`config.mk`:
```
export PLATFORM = sky130hd
export DESIGN_NAME = reorder_buffer
export DESIGN_NICKNAME = d
export VERILOG_FILES = /design/src/rtl/reorder_buffer.sv
export SDC_FILE = /design/constraint.sdc
export NUM_CORES = 2
export LEC_CHECK = 0
export CAP_MARGIN = 10
export CORE_MARGIN = 3
export CORE_UTILIZATION = 56
export CTS_CLUSTER_SIZE = 28
export DETAILED_ROUTE_END_ITERATION = 10
export PLACE_DENSITY_LB_ADDON = 0.2
export SYNTH_ARGS = -nofsm -noshare
export SYNTH_HDL_FRONTEND = slang
export SYNTH_SLANG_ARGS = --single-unit
```
`constraint.sdc`:
```
create_clock -name clk -period 6.85 [get_ports clk]
set_clock_uncertainty 0.1 [all_clocks]
set_input_delay 1.37 -clock clk [delete_from_list [all_inputs] [get_ports clk]]
set_output_delay 1.37 -clock clk [all_outputs]
set_load 0.03 [all_outputs]
```
`src/rtl/reorder_buffer.sv`:
```
// Circular in-order retirement queue: allocates rename tags at decode, captures CDB
// results, commits the head to the register file and flushes on a branch mispredict.
module reorder_buffer #(
  parameter int ROB_SIZE = 15,
  parameter int TAG_W    = 4,
  parameter int REG_W    = 5
) (
  input  logic              clk,
  input  logic              rst,
  input  logic              rdy,
  input  logic              in_decode_valid,
  input  logic [REG_W-1:0]  in_decode_rd,
  input  logic              in_decode_is_branch,
  input  logic              in_decode_pred_taken,
  input  logic [31:0]       in_decode_pc,
  output logic [TAG_W-1:0]  out_rob_free_tag,
  output logic              out_rob_full,
  input  logic              in_cdb_valid,
  input  logic [TAG_W-1:0]  in_cdb_tag,
  input  logic [31:0]       in_cdb_value,
  input  logic              in_cdb_taken,
  input  logic [31:0]       in_cdb_target,
  input  logic [TAG_W-1:0]  in_query_tag1,
  input  logic [TAG_W-1:0]  in_query_tag2,
  output logic              out_query_ready1,
  output logic              out_query_ready2,
  output logic [31:0]       out_query_value1,
  output logic [31:0]       out_query_value2,
  output logic [REG_W-1:0]  out_commit_rd,
  output logic [31:0]       out_commit_value,
  output logic [TAG_W-1:0]  out_commit_tag,
  output logic              out_misbranch,
  output logic [31:0]       out_redirect_pc
);

  localparam int IDX_W = (ROB_SIZE > 1) ? $clog2(ROB_SIZE) : 1;
  localparam int CNT_W = $clog2(ROB_SIZE + 1);

  typedef enum logic {ST_RUN, ST_FLUSH} state_t;
  typedef struct packed {
    logic        ready;
    logic [31:0] value;
  } query_t;

  state_t            state_q, state_d;
  logic [IDX_W-1:0]  head_q, head_d, tail_q, tail_d;
  logic [CNT_W-1:0]  count_q, count_d;
  logic              busy_q [ROB_SIZE], busy_d [ROB_SIZE];
  logic              ready_q [ROB_SIZE], ready_d [ROB_SIZE];
  logic [REG_W-1:0]  rd_q [ROB_SIZE], rd_d [ROB_SIZE];
  logic              is_branch_q [ROB_SIZE], is_branch_d [ROB_SIZE];
  logic              pred_q [ROB_SIZE], pred_d [ROB_SIZE];
  logic              taken_q [ROB_SIZE], taken_d [ROB_SIZE];
  logic [31:0]       pc_q [ROB_SIZE], pc_d [ROB_SIZE];
  logic [31:0]       value_q [ROB_SIZE], value_d [ROB_SIZE];
  logic [31:0]       target_q [ROB_SIZE], target_d [ROB_SIZE];
  logic [REG_W-1:0]  commit_rd_q, commit_rd_d;
  logic [31:0]       commit_value_q, commit_value_d;
  logic [TAG_W-1:0]  commit_tag_q, commit_tag_d;
  logic              misbranch_q, misbranch_d;
  logic [31:0]       redirect_q, redirect_d;

  logic              alloc_en, cdb_write, commit_en, mispredict;
  logic [IDX_W-1:0]  cdb_idx;
  query_t            query1, query2;

  function automatic logic [IDX_W-1:0] wrap_inc(input logic [IDX_W-1:0] idx);
    return (idx == IDX_W'(ROB_SIZE - 1)) ? '0 : idx + IDX_W'(1);
  endfunction

  function automatic logic tag_in_range(input logic [TAG_W-1:0] tag);
    return (tag != '0) && (tag <= TAG_W'(ROB_SIZE));
  endfunction

  function automatic logic [IDX_W-1:0] tag_idx(input logic [TAG_W-1:0] tag);
    return IDX_W'(tag - TAG_W'(1));
  endfunction

  // A same-cycle CDB broadcast forwards straight to decode's operand lookup.
  function automatic query_t lookup(input logic [TAG_W-1:0] tag);
    query_t res;
    logic   hit;
    res = '0;
    hit = in_cdb_valid && (in_cdb_tag == tag);
    if (tag_in_range(tag)) begin
      res.ready = busy_q[tag_idx(tag)] && (ready_q[tag_idx(tag)] || hit);
      res.value = hit ? in_cdb_value : value_q[tag_idx(tag)];
    end
    return res;
  endfunction

  always_comb begin
    query1 = lookup(in_query_tag1);
    query2 = lookup(in_query_tag2);
  end

  assign out_query_ready1 = query1.ready;
  assign out_query_value1 = query1.value;
  assign out_query_ready2 = query2.ready;
  assign out_query_value2 = query2.value;

  assign out_rob_full     = (count_q == CNT_W'(ROB_SIZE));
  assign out_rob_free_tag = TAG_W'(tail_q) + TAG_W'(1);
  assign out_commit_rd    = commit_rd_q;
  assign out_commit_value = commit_value_q;
  assign out_commit_tag   = commit_tag_q;
  assign out_misbranch    = misbranch_q;
  assign out_redirect_pc  = redirect_q;

  assign cdb_idx    = tag_idx(in_cdb_tag);
  assign cdb_write  = rdy && (state_q == ST_RUN) && in_cdb_valid &&
                      tag_in_range(in_cdb_tag) && busy_q[cdb_idx];
  assign commit_en  = rdy && (state_q == ST_RUN) && busy_q[head_q] && ready_q[head_q];
  assign alloc_en   = rdy && (state_q == ST_RUN) && in_decode_valid && !out_rob_full;
  assign mispredict = is_branch_q[head_q] && (taken_q[head_q] != pred_q[head_q]);

  always_comb begin
    // NOTE: every target gets a default before any branch, so no path leaves a latch.
    state_d        = state_q;
    head_d         = head_q;
    tail_d         = tail_q;
    count_d        = count_q;
    busy_d         = busy_q;
    ready_d        = ready_q;
    rd_d           = rd_q;
    is_branch_d    = is_branch_q;
    pred_d         = pred_q;
    taken_d        = taken_q;
    pc_d           = pc_q;
    value_d        = value_q;
    target_d       = target_q;
    commit_rd_d    = '0;
    commit_value_d = '0;
    commit_tag_d   = '0;
    misbranch_d    = 1'b0;
    redirect_d     = redirect_q;

    if (rdy && state_q == ST_FLUSH) begin
      for (int i = 0; i < ROB_SIZE; i++) begin
        busy_d[i]  = 1'b0;
        ready_d[i] = 1'b0;
      end
      head_d      = '0;
      tail_d      = '0;
      count_d     = '0;
      misbranch_d = 1'b1;
      state_d     = ST_RUN;
    end else begin
      if (cdb_write) begin
        ready_d[cdb_idx]  = 1'b1;
        value_d[cdb_idx]  = in_cdb_value;
        taken_d[cdb_idx]  = in_cdb_taken;
        target_d[cdb_idx] = in_cdb_target;
      end
      // The mispredicting branch still retires its rd here; the flush follows next cycle.
      if (commit_en) begin
        commit_rd_d     = rd_q[head_q];
        commit_value_d  = value_q[head_q];
        commit_tag_d    = TAG_W'(head_q) + TAG_W'(1);
        busy_d[head_q]  = 1'b0;
        ready_d[head_q] = 1'b0;
        head_d          = wrap_inc(head_q);
        if (mispredict) begin
          state_d    = ST_FLUSH;
          redirect_d = taken_q[head_q] ? target_q[head_q] : pc_q[head_q] + 32'd4;
        end
      end
      if (alloc_en) begin
        busy_d[tail_q]      = 1'b1;
        ready_d[tail_q]     = 1'b0;
        rd_d[tail_q]        = in_decode_rd;
        is_branch_d[tail_q] = in_decode_is_branch;
        pred_d[tail_q]      = in_decode_pred_taken;
        pc_d[tail_q]        = in_decode_pc;
        tail_d              = wrap_inc(tail_q);
      end
      count_d = count_q + CNT_W'(alloc_en) - CNT_W'(commit_en);
    end
  end

  // NOTE: sequential state uses non-blocking assignments so every flop samples pre-edge values.
  always_ff @(posedge clk) begin
    if (rst) begin
      state_q        <= ST_RUN;
      head_q         <= '0;
      tail_q         <= '0;
      count_q        <= '0;
      commit_rd_q    <= '0;
      commit_value_q <= '0;
      commit_tag_q   <= '0;
      misbranch_q    <= 1'b0;
      redirect_q     <= '0;
      for (int i = 0; i < ROB_SIZE; i++) begin
        busy_q[i]  <= 1'b0;
        ready_q[i] <= 1'b0;
      end
    end else begin
      state_q        <= state_d;
      head_q         <= head_d;
      tail_q         <= tail_d;
      count_q        <= count_d;
      commit_rd_q    <= commit_rd_d;
      commit_value_q <= commit_value_d;
      commit_tag_q   <= commit_tag_d;
      misbranch_q    <= misbranch_d;
      redirect_q     <= redirect_d;
      busy_q         <= busy_d;
      ready_q        <= ready_d;
    end
  end

  // NOTE: payload storage is left unreset; it is only read while its entry is busy.
  always_ff @(posedge clk) begin
    rd_q        <= rd_d;
    is_branch_q <= is_branch_d;
    pred_q      <= pred_d;
    taken_q     <= taken_d;
    pc_q        <= pc_d;
    value_q     <= value_d;
    target_q    <= target_d;
  end

endmodule

```
==> impl_metrics.ini <==
[detailed_routing]
post-route-drc-count = 0
drt_first_pass_iters = 9
antenna_violation_net_count_after_detailed_routing = 0
vias = 43376
wirelength_microns = 206800
routedWlPerCell_microns = 32.99
vias_per_cell = 6.918
drt_iter0_drc = 6095

[floorplanning]
initial_utilization_pct = 56.78
number_of_placement_rows = 132
placeableCoreArea_sq_mm = 0.1303
num_io_pins = 266
die-height_microns = 369.5
die_area_sq_mm = 0.1365
die_width_microns = 369.5

[finish]
fill_cells = 8665
final_nets = 4515
layout-drive-gt1-share_pct = 26.83
final_cell_area_sq_mm = 0.08481
number_of_cells_in_the_finished_layout_apart_from_fillers = 6270
seq_area_sq_mm = 0.04920
multiInputGateArea_sq_mm = 0.02349
synthToLayoutAreaGrowth_pct = 14.62

[worst_setup_path]
worstRegToRegCells = 10
cp_max_fo = 67
start_kind = input port
worst-setup-path-type = input port to output port
worst-endpoint-arrival_ns = 5.06
r2r-end = out_redirect_pc[28]
r2r_start = head_q[1]
critical_path.endpoint_type = output port
worst-r2r-setup-slack_ns = 2.11
worst_ep_required_time_ns = 5.38

[timing]
setup_total_negative_slack_ns = 0
worst_rel_slew_slack_pct = 21.34
hold_viol = 0
setup_viol_count_final = 0
rsz0062_at_grt = false
achievable-frequency_mhz = 153.1
timing_max_transition_violations_final = 0
timing_worst_slew_pin_value_ns = 1.180
period_minus_slack_ns = 6.531
period_utilization_post_route_pct = 95.34

[clock_tree]
post_cts_hold_buffer_count = 0
post_cts_buffers = 0
cts_buffers = 170
cts-htree-levels = 4
clk_pin_slew_worst_paths_ns = 0.06
cts.path.max_buffers = 3
cts.sinks = 1677
worstSkewPairLatency_ns = 0.80
cts_resized = 0
cts_tree = done
clockRootBuffer = sky130_fd_sc_hd__clkbuf_16

[grt]
grt_antenna_before_repair = 14
globalRouteOverflowTotal = 0
globalRoute.busiestLayer = met2
groute.layer.met3.usage_pct = 7.327
grt_start_max_net_pins = 121
groute.layer.met1.usage_pct = 42.71
global_route_wire_length_before_repair_microns = 300400
grtUsageTotal_pct = 30.48
grt_use_met2_pct = 46.78
number_of_global_route_vias_before_repair = 42876

[hold_path]
hold_class = flop to flop
hold_path_cells = 2
min_to = tail_q[1]
worst_hold_startpoint = tail_q[1]

[place]
numPortBuffers = 265
placed_cells = 5942
gp_routability_congestion = 0.8602
placed_cell_area_sq_mm = 0.07920
place_hpwl_microns = 117700

[power_and_ir_drop]
p_leak_nw = 26.29
vdd_drop_max_uv = 225.7
powerDensity_mw_per_mm2 = 259.1

[synth]
synth_fp_nets = 4246
synthesis_warning_total = 0
synthesis.instances = 4103
synth.yosys.seq_area_share_pct = 66.48
synth_async_reset_ratio_pct = 0
synthesis.area_sq_mm = 0.07399
ys_types = 80
synth-seq-cells = 1677
mean_area_per_synthesized_cell_sq_um = 18.03
synth_edf_count = 1560
dominantRegCellSynth = sky130_fd_sc_hd__edfxtp_1

[flow_run]
maxCapViolCount = 0

[run_status]
outcome = finished, final reports clean
-- final cells by class --
type	instances	area share, %
clock inverter	70	0.8469
timing repair buffer	396	4.934
multi-input combinational	2093	27.70
antenna	10	0.02951
clock buffer	248	5.733
inverter	34	0.1697
sequential	1677	58.02
tap	1742	2.570
-- metrics by stage --
stage               utilization, %  hold slack (ns)  setup WS, ns  total power, mW
CTS                          65.06           0.4101        0.4588            22.07
floorplan                        -           0.3594        0.2576            12.25
global route                 65.07           0.4422        0.2378            22.58
global placement             60.78           0.3994        0.4867            12.91
finish                       65.08           0.4110        0.3190            21.97
detailed placement           60.78           0.4021        0.4677            12.93
-- report_power, final --
| group | switching (mW) | internal (mW) |
|---|---|---|
| sequential | 0.0139 | 11.2 |
| clock | 3.94 | 5.30 |
| combinational | 0.874 | 0.618 |
| total | 4.83 | 17.1 |
-- cell usage in the layout (no fill, tap or decap), types with 52 or more instances in the layout --
master	Yosys	final
sky130_fd_sc_hd__a211oi_1	80	80
sky130_fd_sc_hd__a21oi_1	86	86
sky130_fd_sc_hd__buf_12	4	55
sky130_fd_sc_hd__buf_4	15	130
sky130_fd_sc_hd__clkbuf_16	0	174
sky130_fd_sc_hd__clkdlybuf4s50_1	0	210
sky130_fd_sc_hd__dfxtp_1	117	113
sky130_fd_sc_hd__edfxtp_1	1560	1560
sky130_fd_sc_hd__mux2_2	52	52
sky130_fd_sc_hd__mux2i_1	150	150
sky130_fd_sc_hd__mux4_2	612	612
sky130_fd_sc_hd__nand2_1	223	222
sky130_fd_sc_hd__nor2_1	217	198
sky130_fd_sc_hd__nor3_1	78	78
sky130_fd_sc_hd__o21ai_0	144	144
-- flip-flops by register name, indices dropped and copies added, names as in the netlist, 32 cells and up --
signal            flops
value_q             480
pc_q                480
out_redirect_pc      32
out_commit_value     32
target_q            480
rd_q                 75
-- kinds of logic after synthesis --
family,synth area share [%]
AND/OR/NAND/NOR,4.405
AO/OA/AOI/OAI,4.688
multiplexers,21.45
buffers and inverters,2.121
adder cells (fa/ha/maj),0.3822
XOR/XNOR,0.4735
flip-flops,66.48
-- worst max-delay path, stage by stage --
cell                              delay, ns
sky130_fd_sc_hd__clkdlybuf4s50_1       0.53
sky130_fd_sc_hd__inv_8                 0.26
sky130_fd_sc_hd__ha_4                  0.23
sky130_fd_sc_hd__xor2_4                0.16
sky130_fd_sc_hd__buf_12                0.35
sky130_fd_sc_hd__buf_4                 0.42
sky130_fd_sc_hd__nand2_1               0.11
sky130_fd_sc_hd__a21oi_1               0.16
sky130_fd_sc_hd__a31o_2                0.12
sky130_fd_sc_hd__mux4_2                0.22
sky130_fd_sc_hd__nor2_1                0.04
sky130_fd_sc_hd__nor3_1                0.59
sky130_fd_sc_hd__buf_4                 0.22
sky130_fd_sc_hd__buf_4                 0.15
-- how the worst max path moves through the flow --
stage	startpoint	endpoint	slack, ns	cells after the start
global placement	in_query_tag1[0]	out_query_value1[4]	0.49	14
finish	in_query_tag1[0]	out_query_value1[4]	0.32	14
detailed placement	in_query_tag1[0]	out_query_value1[4]	0.47	14
floorplan	in_query_tag1[0]	out_query_value1[23]	0.26	13
global route	in_query_tag1[0]	out_query_value1[4]	0.24	14
CTS	in_query_tag1[0]	out_query_value1[4]	0.46	14
-- per-layer routing --
layer	part of all wire, %	vias to the layer above
met1	38	22566
met5	0.028	-
met3	11	463
li1	-	17512
met2	47	2825
met4	4.0	10
-- Yosys cell counts, types with 11 or more instances --
cell type                  count  area, sq um
sky130_fd_sc_hd__a211oi_1     80        600.6
sky130_fd_sc_hd__a21oi_1      86        430.4
sky130_fd_sc_hd__a221o_1      44        440.4
sky130_fd_sc_hd__a22o_1       12        105.1
sky130_fd_sc_hd__a22oi_1      12        90.09
sky130_fd_sc_hd__a311oi_1     13        113.9
sky130_fd_sc_hd__a31o_2       33        289.0
sky130_fd_sc_hd__a31oi_1      17        106.4
sky130_fd_sc_hd__and2_1       50        312.8
sky130_fd_sc_hd__and3_1       11        68.82
sky130_fd_sc_hd__buf_1        43        161.4
sky130_fd_sc_hd__buf_2        71        355.3
sky130_fd_sc_hd__buf_4        15        112.6
sky130_fd_sc_hd__buf_6        13        146.4
sky130_fd_sc_hd__clkbuf_1    152        570.6
sky130_fd_sc_hd__dfxtp_1     117         2342
sky130_fd_sc_hd__edfxtp_1   1560        46840
sky130_fd_sc_hd__ha_1         21        262.8
sky130_fd_sc_hd__inv_1        30        112.6
sky130_fd_sc_hd__mux2_2       52        585.6
sky130_fd_sc_hd__mux2i_1     150         1501
sky130_fd_sc_hd__mux4_2      612        13780
sky130_fd_sc_hd__nand2_1     223        837.1
sky130_fd_sc_hd__nand3_1      42        210.2
sky130_fd_sc_hd__nor2_1      217        814.5
sky130_fd_sc_hd__nor2b_1      16        100.1
sky130_fd_sc_hd__nor3_1       78        390.4
sky130_fd_sc_hd__nor4_1       21        131.4
sky130_fd_sc_hd__o211ai_1     16        120.1
sky130_fd_sc_hd__o21ai_0     144        720.7
sky130_fd_sc_hd__xnor2_1      21        183.9
sky130_fd_sc_hd__xor2_1       19        166.4
No activity file was read; power rests on OpenSTA's default activity.
